$ cat src/rtl/mipi_csi_packet_decoder.sv
// Single-lane CSI-2 packet decoder: sync check, 4-byte header parse, short-packet
// pulses, long-packet payload streaming and CRC skip, one packet per HS burst.
module mipi_csi_packet_decoder #(
  parameter logic [7:0] SYNC_BYTE    = 8'hB8,
  parameter logic [5:0] SHORT_DT_MAX = 6'h0F
) (
  input  logic        clk_i,
  input  logic        reset_i,
  input  logic [7:0]  byte_i,
  input  logic        byte_valid_i,
  output logic [5:0]  data_type_o,
  output logic [1:0]  virtual_channel_o,
  output logic [15:0] word_count_o,
  output logic [7:0]  ecc_o,
  output logic        header_valid_o,
  output logic        frame_start_o,
  output logic        frame_end_o,
  output logic        line_start_o,
  output logic        line_end_o,
  output logic [7:0]  payload_o,
  output logic        payload_valid_o,
  output logic        packet_done_o,
  output logic        packet_error_o
);

  // The sync byte is judged on the first valid byte seen from IDLE, so the
  // burst start and the sync check share one state.
  typedef enum logic [2:0] {
    IDLE,
    HDR,
    PAYLOAD,
    CRC,
    DROP
  } state_t;

  state_t      state, state_next;
  logic [1:0]  hdr_cnt;
  logic [15:0] pay_cnt;
  logic        crc_cnt;
  logic [7:0]  di_q;
  logic [7:0]  wc_lsb_q;
  logic [7:0]  wc_msb_q;

  logic        load_hdr;
  logic        fwd;
  logic        done_next;
  logic        err_next;
  logic        fs_next, fe_next, ls_next, le_next;
  logic [5:0]  hdr_dt;
  logic [15:0] hdr_wc;

  assign hdr_dt = di_q[5:0];
  assign hdr_wc = {wc_msb_q, wc_lsb_q};

  always_comb begin
    state_next = state;
    load_hdr   = 1'b0;
    fwd        = 1'b0;
    done_next  = 1'b0;
    err_next   = 1'b0;
    fs_next    = 1'b0;
    fe_next    = 1'b0;
    ls_next    = 1'b0;
    le_next    = 1'b0;
    case (state)
      IDLE: begin
        if (byte_valid_i) begin
          if (byte_i == SYNC_BYTE) begin
            state_next = HDR;
          end else begin
            state_next = DROP;
            err_next   = 1'b1;
          end
        end
      end
      HDR: begin
        if (!byte_valid_i) begin
          state_next = IDLE;
          err_next   = 1'b1;
        end else if (hdr_cnt == 2'd3) begin
          load_hdr = 1'b1;
          if (hdr_dt <= SHORT_DT_MAX) begin
            state_next = DROP;
            done_next  = 1'b1;
            fs_next    = (hdr_dt == 6'h00);
            fe_next    = (hdr_dt == 6'h01);
            ls_next    = (hdr_dt == 6'h02);
            le_next    = (hdr_dt == 6'h03);
          end else if (hdr_wc == 16'd0) begin
            state_next = CRC;
          end else begin
            state_next = PAYLOAD;
          end
        end
      end
      PAYLOAD: begin
        if (!byte_valid_i) begin
          state_next = IDLE;
          err_next   = 1'b1;
        end else begin
          fwd = 1'b1;
          if (pay_cnt == 16'd1) begin
            state_next = CRC;
          end
        end
      end
      CRC: begin
        if (!byte_valid_i) begin
          state_next = IDLE;
          err_next   = 1'b1;
        end else if (crc_cnt) begin
          state_next = DROP;
          done_next  = 1'b1;
        end
      end
      DROP: begin
        if (!byte_valid_i) begin
          state_next = IDLE;
        end
      end
      default: state_next = IDLE;
    endcase
  end

  always_ff @(posedge clk_i) begin
    if (reset_i) begin
      state             <= IDLE;
      hdr_cnt           <= 2'd0;
      pay_cnt           <= 16'd0;
      crc_cnt           <= 1'b0;
      di_q              <= 8'd0;
      wc_lsb_q          <= 8'd0;
      wc_msb_q          <= 8'd0;
      data_type_o       <= 6'd0;
      virtual_channel_o <= 2'd0;
      word_count_o      <= 16'd0;
      ecc_o             <= 8'd0;
      header_valid_o    <= 1'b0;
      frame_start_o     <= 1'b0;
      frame_end_o       <= 1'b0;
      line_start_o      <= 1'b0;
      line_end_o        <= 1'b0;
      payload_o         <= 8'd0;
      payload_valid_o   <= 1'b0;
      packet_done_o     <= 1'b0;
      packet_error_o    <= 1'b0;
    end else begin
      state           <= state_next;
      header_valid_o  <= load_hdr;
      frame_start_o   <= fs_next;
      frame_end_o     <= fe_next;
      line_start_o    <= ls_next;
      line_end_o      <= le_next;
      payload_valid_o <= fwd;
      packet_done_o   <= done_next;
      packet_error_o  <= err_next;

      if (state == HDR && byte_valid_i) begin
        hdr_cnt <= hdr_cnt + 2'd1;
        case (hdr_cnt)
          2'd0:    di_q     <= byte_i;
          2'd1:    wc_lsb_q <= byte_i;
          2'd2:    wc_msb_q <= byte_i;
          default: ;
        endcase
      end else begin
        hdr_cnt <= 2'd0;
      end

      // Header fields are shadowed during capture so they only change on a complete header.
      if (load_hdr) begin
        data_type_o       <= hdr_dt;
        virtual_channel_o <= di_q[7:6];
        word_count_o      <= hdr_wc;
        ecc_o             <= byte_i;
        pay_cnt           <= hdr_wc;
      end else if (fwd) begin
        pay_cnt <= pay_cnt - 16'd1;
      end

      if (fwd) begin
        payload_o <= byte_i;
      end

      if (state == CRC && byte_valid_i) begin
        crc_cnt <= ~crc_cnt;
      end else begin
        crc_cnt <= 1'b0;
      end
    end
  end

endmodule

$ cat config.mk
export PLATFORM = sky130hd
export DESIGN_NAME = mipi_csi_packet_decoder
export DESIGN_NICKNAME = d
export VERILOG_FILES = /design/src/rtl/mipi_csi_packet_decoder.sv
export SDC_FILE = /design/constraint.sdc
export NUM_CORES = 1
export LEC_CHECK = 0
export ABC_AREA = 1
export ABC_CLOCK_PERIOD_IN_PS = 1700
export CAP_MARGIN = 40
export CORE_MARGIN = 3
export CORE_UTILIZATION = 30
export DETAILED_ROUTE_END_ITERATION = 7
export PLACE_DENSITY_LB_ADDON = 0.25
export SYNTH_ARGS = -nofsm -noshare
export SYNTH_HDL_FRONTEND = slang
export SYNTH_SLANG_ARGS = --single-unit
$ cat constraint.sdc
create_clock -name clk_i -period 1.7 [get_ports clk_i]
set_clock_uncertainty 0.2 [all_clocks]
set_input_delay 0.17 -clock clk_i [delete_from_list [all_inputs] [get_ports clk_i]]
set_output_delay 0.17 -clock clk_i [all_outputs]
set_load 0.02 [all_outputs]
==> metrics.md <==
| Metric | Value |
|---|---|
| Layout cells sized above 1 | 16.49% |
| Clk sinks | 94 |
| Syn_area_per_cell | around 7.3 um2 |
| Wire per inst | between 10 and 15 um |
| Hold_ws | approximately 0.26 ns |
| #FFs+latches synth | 94 |
| Hpwl dp | 8.389 mm |
| Ys flop type | dfxtp_1 |
| VDD IR max | between 0.5 and 0.6 mV |
| Startpoint types | register |
| Post-Syn Area | a little over 4000 um2 |
| Largest net degree at the start of global routing | between 50 and 60 |
| I/O Buffers | between 50 and 60 |
| Clock-pin slew on the worst setup and hold paths | around 0.070 ns |
| Post-synthesis async set-or-reset flop share | 0% |
| Hold WC Path Type | register to register |
| CP cell instances | clkdlybuf4s50_1 |
| Die area | 14900 um2 |
| GPL Wtd Cong | roughly 0.86 |
| Router iterations before antenna repair | 4 |
| Sequential cell area | approximately 1900 um2 |
| Final worst-path cycle share | a little over nine tenths |
| Delay-heaviest family, CP | buffers and inverters |
| Critical Path AT | around 1.3 ns |
| Total CTS buffers | 9 |
| H-tree Lvls | 3 |
| Pre-CTS WS | -0.2015 ns |
| Initial Util | a little under a third |
| Pleak | 2.590 nW |
| WP data required | between 1 and 1.5 ns |
| Global-route wire length before repair | between 15 and 20 mm |
| Area taken by multi-input logic gates | about 1900 um2 |
| Final hold violation count | 0 |
| Core ar. | between 10000 and 15000 um2 |
| Clk root buf | clkbuf_16 |
| Layout Nets | between 600 and 700 |
| Synth unique cells | 27 |
| Status | completed |
| Non-Filler Instances | 833 |
| Maxcap violations | 0 |
| Vias/cell | roughly 4.7 |
| Buf+Inv Stages, Crit Path | 1 |
| RSZ-0062 raised after global routing | yes |
| Pwr Density | roughly 1200 nW/um2 |
| DRC viols | 0 |
| Number of synthesized flops with an enable pin | 0 |
| Dpl cell area | 5105 um2 |
| Layout fillers | ~1300 |
| Post-CTS Hold Fix Bufs | 0 |
| Post-synthesis cell count | 554 |
| DRT iter0 DRCs | around 170 |
| Setup TNS | 0 ns |
| Slowest cell on crit path | clkdlybuf4s50_1 |
| Via count | roughly 3900 |
| Placed Cells | ~800 |
| Global Route Usage Sum | ~16% |
| Max stage delay on crit path | 0.61 ns |
| Final WL | roughly 12 mm |
| Worst Path Class, Setup | register to primary output |
| Clk_lat worst skew | about 0.34 ns |
| Net count after synthesis | between 500 and 600 |
| Gr ovfl total | 0 |
| Routed Antenna Nets | 0 |
| Max Clk Rate | ~0.6 GHz |
| Final Max Slew Viols | 0 |
| DIE WIDTH | around 120 um |
| Area grow syn2layout | 40.50% |
| Number of global-route vias before repair | roughly 3800 |
| Row cnt | between 40 and 50 |
| Die height | 122.1 um |
| Diode count | 0 |
| Design area | 5678 um2 |
| Final worst setup slack | between 0.03 and 0.04 ns |
| Tightest Pin Transition | between 0.4 and 0.5 ns |
| R2R Setup Slk | 0.05 ns |
| # IOs | 59 |
| Worst Path Max Fanout | 2 |
| Antenna violations before repair | 0 |
| Seq/Total Area, Yosys | between 40% and 50% |
| Clk buf depth | 2 |
| Post-layout min period | about 1.7 ns |
| CTS tree | yes |
| Setup-failing EPs final | 0 |
| Crit end category | primary output |
| Slew HR | 72.07% |
| Syn. warnings | 0 |
final cells by class:
cell class                      count  area share [%]
Multi-Input combinational cell    377           33.56
Clock inverter                      6           1.212
Clock buffer                       10           4.209
Timing Repair Buffer              112           19.74
Inverter                           62           4.209
Sequential cell                    94           33.27
Tap cell                          172           3.790
worst register-to-register path, delay by kind of cell, from the launching register on:
kind            cells  cell delay, ns
flops               1            0.35
compound gates      2            0.30
buf+inv             4            0.50
simple gates        3            0.23
logic make-up (layout without fill, tap and decap cells):
group / count (synthesis) / count (layout) / synth area share, %
AOI/OAI and AO/OA: 126 / 126 / 16.13
xor gates and xnor gates: 2 / 2 / 0.4335
adders and majority gates: 6 / 6 / 1.858
buffers and inverters: 86 / 190 / 8.854
DFF: 94 / 94 / 46.56
and+or+nand+nor: 240 / 243 / 26.16
metrics by stage:
step,power [mW],util (%)
finish,6.952,44.10
global route,7.398,44.10
CTS,6.840,42.06
detailed placement,4.763,39.65
global placement,4.723,39.65
floorplan,4.009,-
synthesized netlist by cell type (3+ instances only):
cell type,number,share of area [%]
nor2_1,78,7.2
ha_1,6,1.9
nand2_1,101,9.4
o21ai_0,50,6.2
nand4_1,6,0.93
dfxtp_1,94,47
o211ai_1,3,0.56
nand3_1,43,5.3
o21ai_1,4,0.50
clkbuf_1,10,0.93
inv_2,3,0.28
buf_2,10,1.2
a21oi_1,65,8.0
a21oi_2,3,0.65
inv_1,59,5.5
registers in the layout, indices dropped and copies added, names as in the netlist:
| register | flops |
|---|---|
| line_start_o | 1 |
| frame_start_o | 1 |
| wc_lsb_q | 8 |
| line_end_o | 1 |
| di_q | 8 |
| packet_error_o | 1 |
| payload_o | 8 |
| pay_cnt | 16 |
| payload_valid_o | 1 |
| wc_msb_q | 8 |
| word_count_o | 16 |
| state | 3 |
| hdr_cnt | 2 |
| packet_done_o | 1 |
| header_valid_o | 1 |
| ecc_o | 8 |
| virtual_channel_o | 2 |
| crc_cnt | 1 |
| data_type_o | 6 |
| frame_end_o | 1 |
worst paths after layout:
kind,from,end,cells past startpoint
setup / recovery,payload_o[5],payload_o[5],1
hold / removal,di_q[7],virtual_channel_o[1],2
setup reg to reg,state[2],state[1],9
hold reg to reg,di_q[7],virtual_channel_o[1],2
layer usage:
| layer | track usage [%] | part of all wire [%] |
|---|---|---|
| met3 | 3.343 | 4.1 |
| met1 | 18.46 | 42 |
| met5 | 0 | 0 |
| met4 | 4.339 | 1.2 |
| met2 | 28.04 | 53 |
timing repair:
| action | 4_1_cts | 5_1_grt |
|---|---|---|
| buffers inserted | 0 | 8 |
| gates cloned | 0 | 5 |
| pin swaps | 0 | 4 |
| setup endpoints to repair | 2 | 74 |
| resized for setup | 1 | 56 |
| hold endpoints to repair | 0 | 0 |
power by group:
group          switching [mW]  internal [mW]
Clock                   0.884           1.19
Sequential              0.158           2.40
Combinational            1.37          0.947
Total                    2.42           4.54
cell usage in the layout, fill, tap and decap left out, drive strengths merged:
| master | synthesis | layout |
|---|---|---|
| a21oi | 68 | 68 |
| clkinvlp | 0 | 2 |
| inv | 62 | 62 |
| nand4 | 6 | 6 |
| xor2 | 2 | 2 |
| nor3 | 2 | 2 |
| dlymetal6s2s | 0 | 16 |
| nand2 | 104 | 104 |
| or2 | 1 | 1 |
| dfxtp | 94 | 94 |
| o211ai | 3 | 3 |
| nand3 | 45 | 45 |
| a211oi | 1 | 1 |
| clkbuf | 10 | 13 |
| bufinv | 0 | 1 |
| buf | 14 | 51 |
| clkdlybuf4s50 | 0 | 42 |
| o21ai | 54 | 54 |
| ha | 6 | 6 |
| clkinv | 0 | 3 |
| nor2 | 82 | 85 |
Power figures use the tool's default switching activity.
